**src/rtl/config_word_packer.sv**
```systemverilog
// Purpose: packs a configuration byte stream MSB-first into 32-bit words and frames sessions with ComActive.
// Latency: WriteStrobe/WriteData register one cycle after the 4th byte; ComActive rises one cycle after the first byte.
// Backpressure: none; every ByteValid byte is accepted. Optional WordCount output under CONFIG_PACKER_WORDCOUNT_EN.
module config_word_packer #(
    parameter int TimeoutCycles = 65535,  // idle cycles that end a session, at least 2
    parameter int TimeoutWidth  = 16      // must hold TimeoutCycles-1
) (
    input  logic        CLK,
    input  logic        resetn,
    input  logic [7:0]  ByteData,
    input  logic        ByteValid,
    output logic [31:0] WriteData,
    output logic        WriteStrobe,
    output logic        ComActive,
    output logic        PartialError
`ifdef CONFIG_PACKER_WORDCOUNT_EN
    ,
    output logic [15:0] WordCount
`endif
);

    localparam logic [0:0] ST_IDLE   = 1'b0;
    localparam logic [0:0] ST_ACTIVE = 1'b1;

    // Last idle count value; an idle cycle seen at this value ends the session.
    localparam logic [TimeoutWidth-1:0] IDLE_LAST = TimeoutWidth'(TimeoutCycles - 1);

    logic [0:0]              state_q, state_d;
    logic [23:0]             shift_q, shift_d;   // only the three most recent bytes are ever needed
    logic [1:0]              index_q, index_d;
    logic [TimeoutWidth-1:0] idle_q, idle_d;
    logic [31:0]             wdata_q, wdata_d;
    logic                    strobe_q, strobe_d;
    logic                    perr_q, perr_d;
`ifdef CONFIG_PACKER_WORDCOUNT_EN
    logic [15:0]             wcount_q, wcount_d;
`endif

    // Next-state: byte acceptance takes priority over idle timeout expiry.
    always_comb begin
        state_d  = state_q;
        shift_d  = shift_q;
        index_d  = index_q;
        idle_d   = idle_q;
        wdata_d  = wdata_q;
        strobe_d = 1'b0;
        perr_d   = perr_q;
`ifdef CONFIG_PACKER_WORDCOUNT_EN
        wcount_d = wcount_q;
`endif
        case (state_q)
            ST_IDLE: begin
                idle_d = '0;
                if (ByteValid) begin
                    state_d = ST_ACTIVE;
                    perr_d  = 1'b0;
                    shift_d = {16'b0, ByteData};
                    index_d = 2'd1;
`ifdef CONFIG_PACKER_WORDCOUNT_EN
                    wcount_d = 16'd0;
`endif
                end
            end
            ST_ACTIVE: begin
                if (ByteValid) begin
                    shift_d = {shift_q[15:0], ByteData};
                    idle_d  = '0;
                    index_d = index_q + 2'd1;
                    if (index_q == 2'd3) begin
                        wdata_d  = {shift_q, ByteData};
                        strobe_d = 1'b1;
`ifdef CONFIG_PACKER_WORDCOUNT_EN
                        if (wcount_q != 16'hFFFF) begin
                            wcount_d = wcount_q + 16'd1;
                        end
`endif
                    end
                end else if (idle_q == IDLE_LAST) begin
                    // Session over; any partially assembled word is dropped and flagged.
                    state_d = ST_IDLE;
                    idle_d  = '0;
                    if (index_q != 2'd0) begin
                        perr_d  = 1'b1;
                        index_d = 2'd0;
                    end
                end else begin
                    idle_d = idle_q + 1'b1;
                end
            end
            default: begin
                state_d = ST_IDLE;
                idle_d  = '0;
                index_d = 2'd0;
            end
        endcase
    end

    // State registers with synchronous active-low reset.
    always_ff @(posedge CLK) begin
        if (!resetn) begin
            state_q  <= ST_IDLE;
            shift_q  <= '0;
            index_q  <= '0;
            idle_q   <= '0;
            wdata_q  <= '0;
            strobe_q <= 1'b0;
            perr_q   <= 1'b0;
`ifdef CONFIG_PACKER_WORDCOUNT_EN
            wcount_q <= '0;
`endif
        end else begin
            state_q  <= state_d;
            shift_q  <= shift_d;
            index_q  <= index_d;
            idle_q   <= idle_d;
            wdata_q  <= wdata_d;
            strobe_q <= strobe_d;
            perr_q   <= perr_d;
`ifdef CONFIG_PACKER_WORDCOUNT_EN
            wcount_q <= wcount_d;
`endif
        end
    end

    assign WriteData    = wdata_q;
    assign WriteStrobe  = strobe_q;
    assign ComActive    = (state_q == ST_ACTIVE);
    assign PartialError = perr_q;
`ifdef CONFIG_PACKER_WORDCOUNT_EN
    assign WordCount    = wcount_q;
`endif

endmodule
```
**config.mk**
```make
export PLATFORM = sky130hd
export DESIGN_NAME = config_word_packer
export DESIGN_NICKNAME = d
export VERILOG_FILES = /design/src/rtl/config_word_packer.sv
export SDC_FILE = /design/constraint.sdc
export NUM_CORES = 1
export LEC_CHECK = 0
export CORE_ASPECT_RATIO = 2
export CORE_MARGIN = 8
export CORE_UTILIZATION = 50
export DETAILED_ROUTE_END_ITERATION = 12
export PLACE_DENSITY_LB_ADDON = 0.2
export REMOVE_ABC_BUFFERS = 1
export SLEW_MARGIN = 5
export SYNTH_ARGS = -nofsm -noshare
export SYNTH_HDL_FRONTEND = slang
export SYNTH_SLANG_ARGS = --single-unit
```
**constraint.sdc**
```tcl
create_clock -name CLK -period 4.25 [get_ports CLK]
set_input_delay 0.6375 -clock CLK [delete_from_list [all_inputs] [get_ports CLK]]
set_output_delay 0.6375 -clock CLK [all_outputs]
set_load 0.01 [all_outputs]
```
After elaboration in Yosys (flattened, before gate mapping). Index checks and enable logic that the tools add are counted.

Flip-flop bits (word level): 77. Bits in latches: 0. RAM bits: 0. ROM bits: 0. Input bits: 11. Output and inout bits: 35. Word-level logic and storage cells: 46. Memories: 0.

Add/subtract/negate cells: 2. $mul: 0. Div/mod/pow operators: 0. $lt $le $gt $ge: 0. Eq/ne operators: 9. Shifts and indexed selects: 0. Muxes and demuxes: 21. Bitwise logic cells: 1. Reduce and logical (&&, ||, !) cells: 6.

Operator list (count): $mux W24 (2); $pmux W24 S2 (1); $mux W16 (2); $pmux W16 S2 (1); $add A16 B1 Y16 const B (1); $eq A16 B16 Y1 const B (1); $reduce_and A3 Y1 (3); $mux W1 (8); $mux W2 (4); $ne A2 B2 Y1 const B (3); $ne A3 B2 Y1 const B (2); $ne A2 B1 Y1 const B (2); $pmux W1 S2 (2); $pmux W2 S2 (1); $reduce_and A4 Y1 (1); $add A2 B1 Y2 const B (1); $eq A2 B2 Y1 const B (1); $reduce_and A2 Y1 (1); $reduce_bool A2 Y1 (1); $not A1 Y1 (1).

Depth between registers and ports, before layout. Gate-level depths: netlist of the first run.

Word-level depth: 5. Gate-level depth with buffers: 8.

Worst setup path before layout of the first run. No wires, ideal clock.

Path type: register to register. Start: reg state_q (netlist: ComActive). End: reg shift_q[4]. Library setup time: 0.122 ns. Data arrival time: 1.814 ns. Path slack: 2.314 ns. Stages on the path, launching flop included: 9. Clock period less this slack: 1.936 ns. Cell sequence: dfxtp_1 -> clkbuf_1 -> inv_1 -> ha_1 -> or2_2 -> clkbuf_1 -> clkbuf_1 -> nand2_1 -> a21boi_0.

Word-level cells in the longest chain between the ends: 3.

Ends and longest elaborated chain: start, declared (line 28) `logic [0:0] state_q, state_d;`; start signal, assigned (line 112) `state_q <= state_d;`; $not A1 Y1; $ne A2 B2 Y1 (no source line); $reduce_and A2 Y1 (no source line); end signal, assigned (line 113) `shift_q <= shift_d;`; end, declared (line 29) `logic [23:0] shift_q, shift_d;`.

Several ways; a longest one is shown, not always the timed one. A chain may end at the register's enable or synchronous reset.

Worst setup path after layout of the first run.
Start: in ByteValid. End: reg shift_q[20].

Word-level cells in the longest chain between the ends: 2.

Ends and longest elaborated chain: start, declared (line 11) `input logic ByteValid,`; $ne A2 B2 Y1 (no source line); $reduce_and A2 Y1 (no source line) (*).

Every way passes the cells marked *; elsewhere a longest branch is shown, timed or not.

==> impl_metrics.env, run 1 <==
export IMPL_dp_hpwl_um=4543
export IMPL_ys_warn_count=0
export IMPL_p_int_mw=1.333
export IMPL_finalMaxSlewViolations=0
export IMPL_first_pass_iters=4
export IMPL_ys_flop_type="dfxtp_1"
export IMPL_cts_made_buffers=9
export IMPL_crit_required_ns=4.51
export IMPL_cts_resized=0
export IMPL_rr_endpoint="WriteData[23]"
export IMPL_htree_levels=3
export IMPL_fp_dieW_um=71.75
export IMPL_ys_types=31
export IMPL_final_common_cell="nand2_1"
export IMPL_cts_buffer_depth=2
export IMPL_r2r_slack_ns=2.16
export IMPL_drtIter0Drc=154
export IMPL_rows=40
export IMPL_yosysSeqAreaShare_pct=49.60
export IMPL_crit_start="ByteValid"
export IMPL_hold_buffers=0
export IMPL_period_needed_ns=2.412
export IMPL_crit_type="in -> reg"
export IMPL_layout_common_cells="103 x nand2_1, 77 x dfxtp_1, 56 x a21boi_0"
export IMPL_peakVddDrop_mv=0.2955
export IMPL_fin_area_um2=3891
export IMPL_rsz0062_at_grt="false"
export IMPL_cp_max_fo=24
export IMPL_worst_setup_path_start_kind="input port"
export IMPL_avgSynthCellArea_um2=8.706
export IMPL_power_share_clock_pct=51.5
export IMPL_clkTransAtPathRegs_ns=0.06
export IMPL_syn_to_final_growth_pct=25.20
export IMPL_cap_violations=0
export IMPL_grt_max_degree=43
export IMPL_die_area_um2=9148
export IMPL_r2r_start="ComActive"
export IMPL_root_buffer="clkbuf_16"
export IMPL_postCtsSetupBuffers=0
export IMPL_switching_power_mw=0.3354
export IMPL_syn_inst=357
export IMPL_max_freq_ghz=0.4146
export IMPL_grt_pass1_wl_um=10800
export IMPL_sw_frac_of_total_pct=20.11
export IMPL_diodes=0
export IMPL_setup_viol=0
export IMPL_synth_seq_cells=77
export IMPL_fin_nets=410
export IMPL_synthesis_area_um2=3108
export IMPL_nFillCells=520
export IMPL_cp_arrival_ns=2.67
export IMPL_grt_pass1_vias=2342
export IMPL_wl_per_cell_um=14.22
export IMPL_die_h_um=127.5
export IMPL_gp_congestion=0.7688
export IMPL_core_um2=6006
export IMPL_cts_tree="yes"
export IMPL_p_total_mw=1.668
export IMPL_async_reset_ff_share_pct=0
export IMPL_final_antenna_net_count=0
export IMPL_setup_worst_path_end="shift_q[20]"
export IMPL_clock_sinks=77
export IMPL_grt_overflow=0
export IMPL_hold_viol_final=0
export IMPL_slew_limit_headroom_pct=26.21
export IMPL_synth_edf_count=0
export IMPL_drive_gt1_share_pct=6.549
export IMPL_antenna_found_initial=0
export IMPL_fin_skew_ns=0.004332
export IMPL_grt_use_total_pct=15.02
export IMPL_vias_per_cell=5.289
export IMPL_r2r_cells=6
export IMPL_worst_pin_slew_ns=1.104
export IMPL_routed_wl_um=6541
export IMPL_initial_core_util_pct=51.75
export IMPL_drc_errors=0
export IMPL_cellLeakagePower_nw=1.327
export IMPL_hold_slack_ns=0.4603
export IMPL_period_share_pct=56.75
export IMPL_clk_latency_ns=0.33
export IMPL_setup_tns_ns=0
export IMPL_pwr_share_comb_pct=4.2
export IMPL_hold_class="reg -> reg"
export IMPL_status="complete, no violations"
export IMPL_io_pins=46
export IMPL_routed_via_count=2433
export IMPL_end_kind="register"
export IMPL_seqPwrFrac_pct=44.3
export IMPL_p_per_area_nw_per_um2=428.7
export IMPL_portBuffers=45
export IMPL_dpl_cell_area_um2=3551
-- how the worst min path moves through the flow --
stage	from	endpoint	slack (ns)	cells after the start
after floorplan	idle_q[0]	idle_q[0]	0.44	1
after global placement	idle_q[0]	idle_q[0]	0.45	1
after detailed placement	shift_q[18]	shift_q[18]	0.46	2
after CTS	shift_q[18]	shift_q[18]	0.46	2
after global routing	WriteData[1]	WriteData[1]	0.48	2
final	WriteData[30]	WriteData[30]	0.46	2
-- state kept, by name (all words and copies together), names as in the netlist --
name          flops
WriteData        32
idle_q           16
PartialError      1
ComActive         1
WriteStrobe       1
shift_q          24
index_q           2
-- cell usage after synthesis, types with 2 or more instances --
master	n	area share [%]
nand3_1	22	3.5
ha_1	7	2.8
nand4_1	9	1.8
mux2i_1	2	0.64
nor2_1	14	1.7
nand2_1	103	12
inv_1	6	0.72
a21oi_1	4	0.64
xor2_1	9	2.5
xnor2_1	2	0.56
dfxtp_1	77	50
o21ai_0	3	0.48
and2_1	3	0.60
and4_1	3	0.85
or3_1	2	0.40
clkbuf_1	21	2.5
a21boi_0	56	14
-- power groups by stage --
stage	logic, mW	clock network (mW)	registers [mW]
2_1_floorplan	0.0351	0	0.756
3_3_place_gp	0.0699	0	0.754
3_5_place_dp	0.0711	0	0.754
4_1_cts	0.0715	0.876	0.739
5_1_grt	0.0786	0.905	0.739
6_report	0.0706	0.859	0.739
-- final cells by class --
cell class / instances / area [um^2] / share of cell area (%)
inverter: 6 / 22.52 / 0.5788
timing repair buffer: 48 / 467.9 / 12.03
multi-input combinational: 250 / 1440 / 37.01
tap: 63 / 78.83 / 2.026
clock inverter: 6 / 111.4 / 2.862
sequential: 77 / 1541 / 39.61
clock buffer: 10 / 229.0 / 5.884
-- worst max-delay path, stage by stage --
cell             delay, ns
clkdlybuf4s50_1       0.54
inv_1                 0.13
ha_1                  0.26
nor2_2                0.73
nand3_1               0.16
a21boi_0              0.19
-- metrics by stage --
step	utilization, %	setup slack (ns)	instances
floorplan	-	2.033	333
global placement	59.13	1.557	444
detailed placement	59.13	1.497	444
CTS	64.79	1.814	460
global route	64.79	1.566	460
finish	64.79	1.838	460
-- kinds of logic after synthesis --
group                    share of synthesized area, %
adder cells (fa/ha/maj)                         2.818
multiplexers                                   0.6441
XOR/XNOR                                        3.100
AND/OR/NAND/NOR                                 23.91
AO/OA/AOI/OAI                                   15.78
buffers and inverters                           4.146
flip-flops                                      49.60
-- metal layers --
layer  track usage, %  vias to the layer above  share of wire [%]
met4            9.333                        0                3.5
met3            4.859                       15                4.0
met5                0                        -                  0
li1                 -                     1258                  -
met2            27.16                       33                 55
met1            13.91                     1127                 37
(Power assumes the default switching activity.)
==> inputs of run 2 (changes only) <==
- CORE_UTILIZATION: 50 -> 48
- clock period: 4.25 -> 1.95 ns (I/O delays scaled with it)
==> run 2 against run 1 <==
- power grew 100%
- cell count grew 7.0%
- die area grew 3.4%
- via count grew 2.2%
- sequential share of layout area shrank 0.80 points
- highest routed layer unchanged
==> impl_metrics.env, run 2 (same netlist as run 1, synthesis figures left out) <==
export IMPL_status="complete, no violations"
export IMPL_routed_wl_um=6597
export IMPL_p_per_area_nw_per_um2=838.4
export IMPL_htree_levels=3
export IMPL_clk_latency_ns=0.33
export IMPL_initial_core_util_pct=49.26
export IMPL_cp_arrival_ns=1.56
export IMPL_register_area_um2=1541
export IMPL_fin_nets=420
export IMPL_dp_hpwl_um=4651
export IMPL_max_freq_ghz=0.5392
export IMPL_worst_setup_path_start_kind="register"
export IMPL_core_um2=6310
export IMPL_die_h_um=129.8
export IMPL_final_antenna_net_count=0
export IMPL_hold_buffers=0
export IMPL_postCtsSetupBuffers=0
export IMPL_cts_resized=0
export IMPL_rsz0062_at_grt="false"
export IMPL_worst_pin_slew_ns=0.4266
export IMPL_vias_per_cell=5.055
export IMPL_root_buffer="clkbuf_16"
export IMPL_cap_violations=0
export IMPL_clock_sinks=77
export IMPL_diodes=0
export IMPL_portBuffers=45
export IMPL_drtIter0Drc=105
export IMPL_grt_pass1_vias=2289
export IMPL_clkTransAtPathRegs_ns=0.05
export IMPL_drc_errors=0
export IMPL_multiInputGateArea_um2=1440
export IMPL_drive_gt1_share_pct=8.374
export IMPL_cts_buffer_depth=2
export IMPL_peakVddDrop_mv=0.7928
export IMPL_hold_viol_final=0
export IMPL_setup_tns_ns=0
export IMPL_routed_via_count=2487
export IMPL_antenna_found_initial=0
export IMPL_period_needed_ns=1.855
export IMPL_hold_class="in -> reg"
export IMPL_layout_common_cells="103 x nand2_1, 77 x dfxtp_1, 56 x a21boi_0"
export IMPL_die_area_um2=9462
export IMPL_r2r_slack_ns=0.29
export IMPL_crit_type="reg -> out"
export IMPL_crit_required_ns=1.66
export IMPL_cellLeakagePower_nw=1.363
export IMPL_rows=41
export IMPL_fin_skew_ns=0.004149
export IMPL_gp_congestion=0.8204
export IMPL_hold_slack_ns=0.4324
export IMPL_grt_max_degree=26
export IMPL_grt_use_total_pct=14.53
export IMPL_cp_max_fo=12
export IMPL_io_pins=46
export IMPL_syn_to_final_growth_pct=27.78
export IMPL_p_total_mw=3.329
export IMPL_wl_per_cell_um=13.41
export IMPL_end_kind="primary output"
export IMPL_nFillCells=590
export IMPL_period_share_pct=95.11
export IMPL_first_pass_iters=4
export IMPL_cts_made_buffers=9
export IMPL_grt_overflow=0
export IMPL_setup_viol=0
export IMPL_final_common_cell="nand2_1"
export IMPL_fp_dieW_um=72.90
export IMPL_grt_pass1_wl_um=10580
export IMPL_largest_register_ffs=32
export IMPL_slew_limit_headroom_pct=71.25
export IMPL_utilization_pct=62.94
export IMPL_cts_tree="yes"
export IMPL_finalMaxSlewViolations=0
[run 2: stage by stage]
step / worst slack, ns / std cells / area, um^2
finish: 0.09545 / 492 / 3971
detailed placement: 0.04173 / 477 / 3692
CTS: 0.06785 / 492 / 3971
global route: 0.02299 / 492 / 3971
global placement: 0.1032 / 477 / 3692
floorplan: -0.2671 / 333 / 3002
[run 2: final timing paths]
check	startpoint	endpoint	depth (start not counted)
min reg2reg	WriteData[31]	WriteData[31]	2
max reg2reg	idle_q[2]	index_q[1]	4
max	ComActive	ComActive	2
min	resetn	WriteData[16]	2
[run 2: report_power, final]
group | internal, mW | switching (mW) | leakage, nW
combinational | 0.0810 | 0.0962 | 0.601
sequential | 1.60 | 0.0168 | 0.623
clock | 0.957 | 0.584 | 0.139
total | 2.63 | 0.697 | 1.36
[run 2: area by class of cell]
| cell class | instances | area share [%] |
|---|---|---|
| Sequential cell | 77 | 38.82 |
| Multi-Input combinational cell | 250 | 36.26 |
| Inverter | 6 | 0.5671 |
| Clock buffer | 14 | 6.900 |
| Clock inverter | 1 | 0.1260 |
| Timing Repair Buffer | 58 | 14.62 |
| Tap cell | 86 | 2.710 |
[run 2: critical path: stages (launching register included)]
cell and delay, ns:
dfxtp_1 0.41, buf_4 0.25, clkdlybuf4s50_1 0.57
[run 2: metal layers]
metal | vias to the layer above | routed length [um] | global-route usage, %
li1 | 1285 | - | -
met2 | 57 | 3558 | 26.19
met3 | 11 | 330 | 5.304
met5 | - | 0 | 0
met1 | 1134 | 2579 | 14.09
met4 | 0 | 129 | 6.770
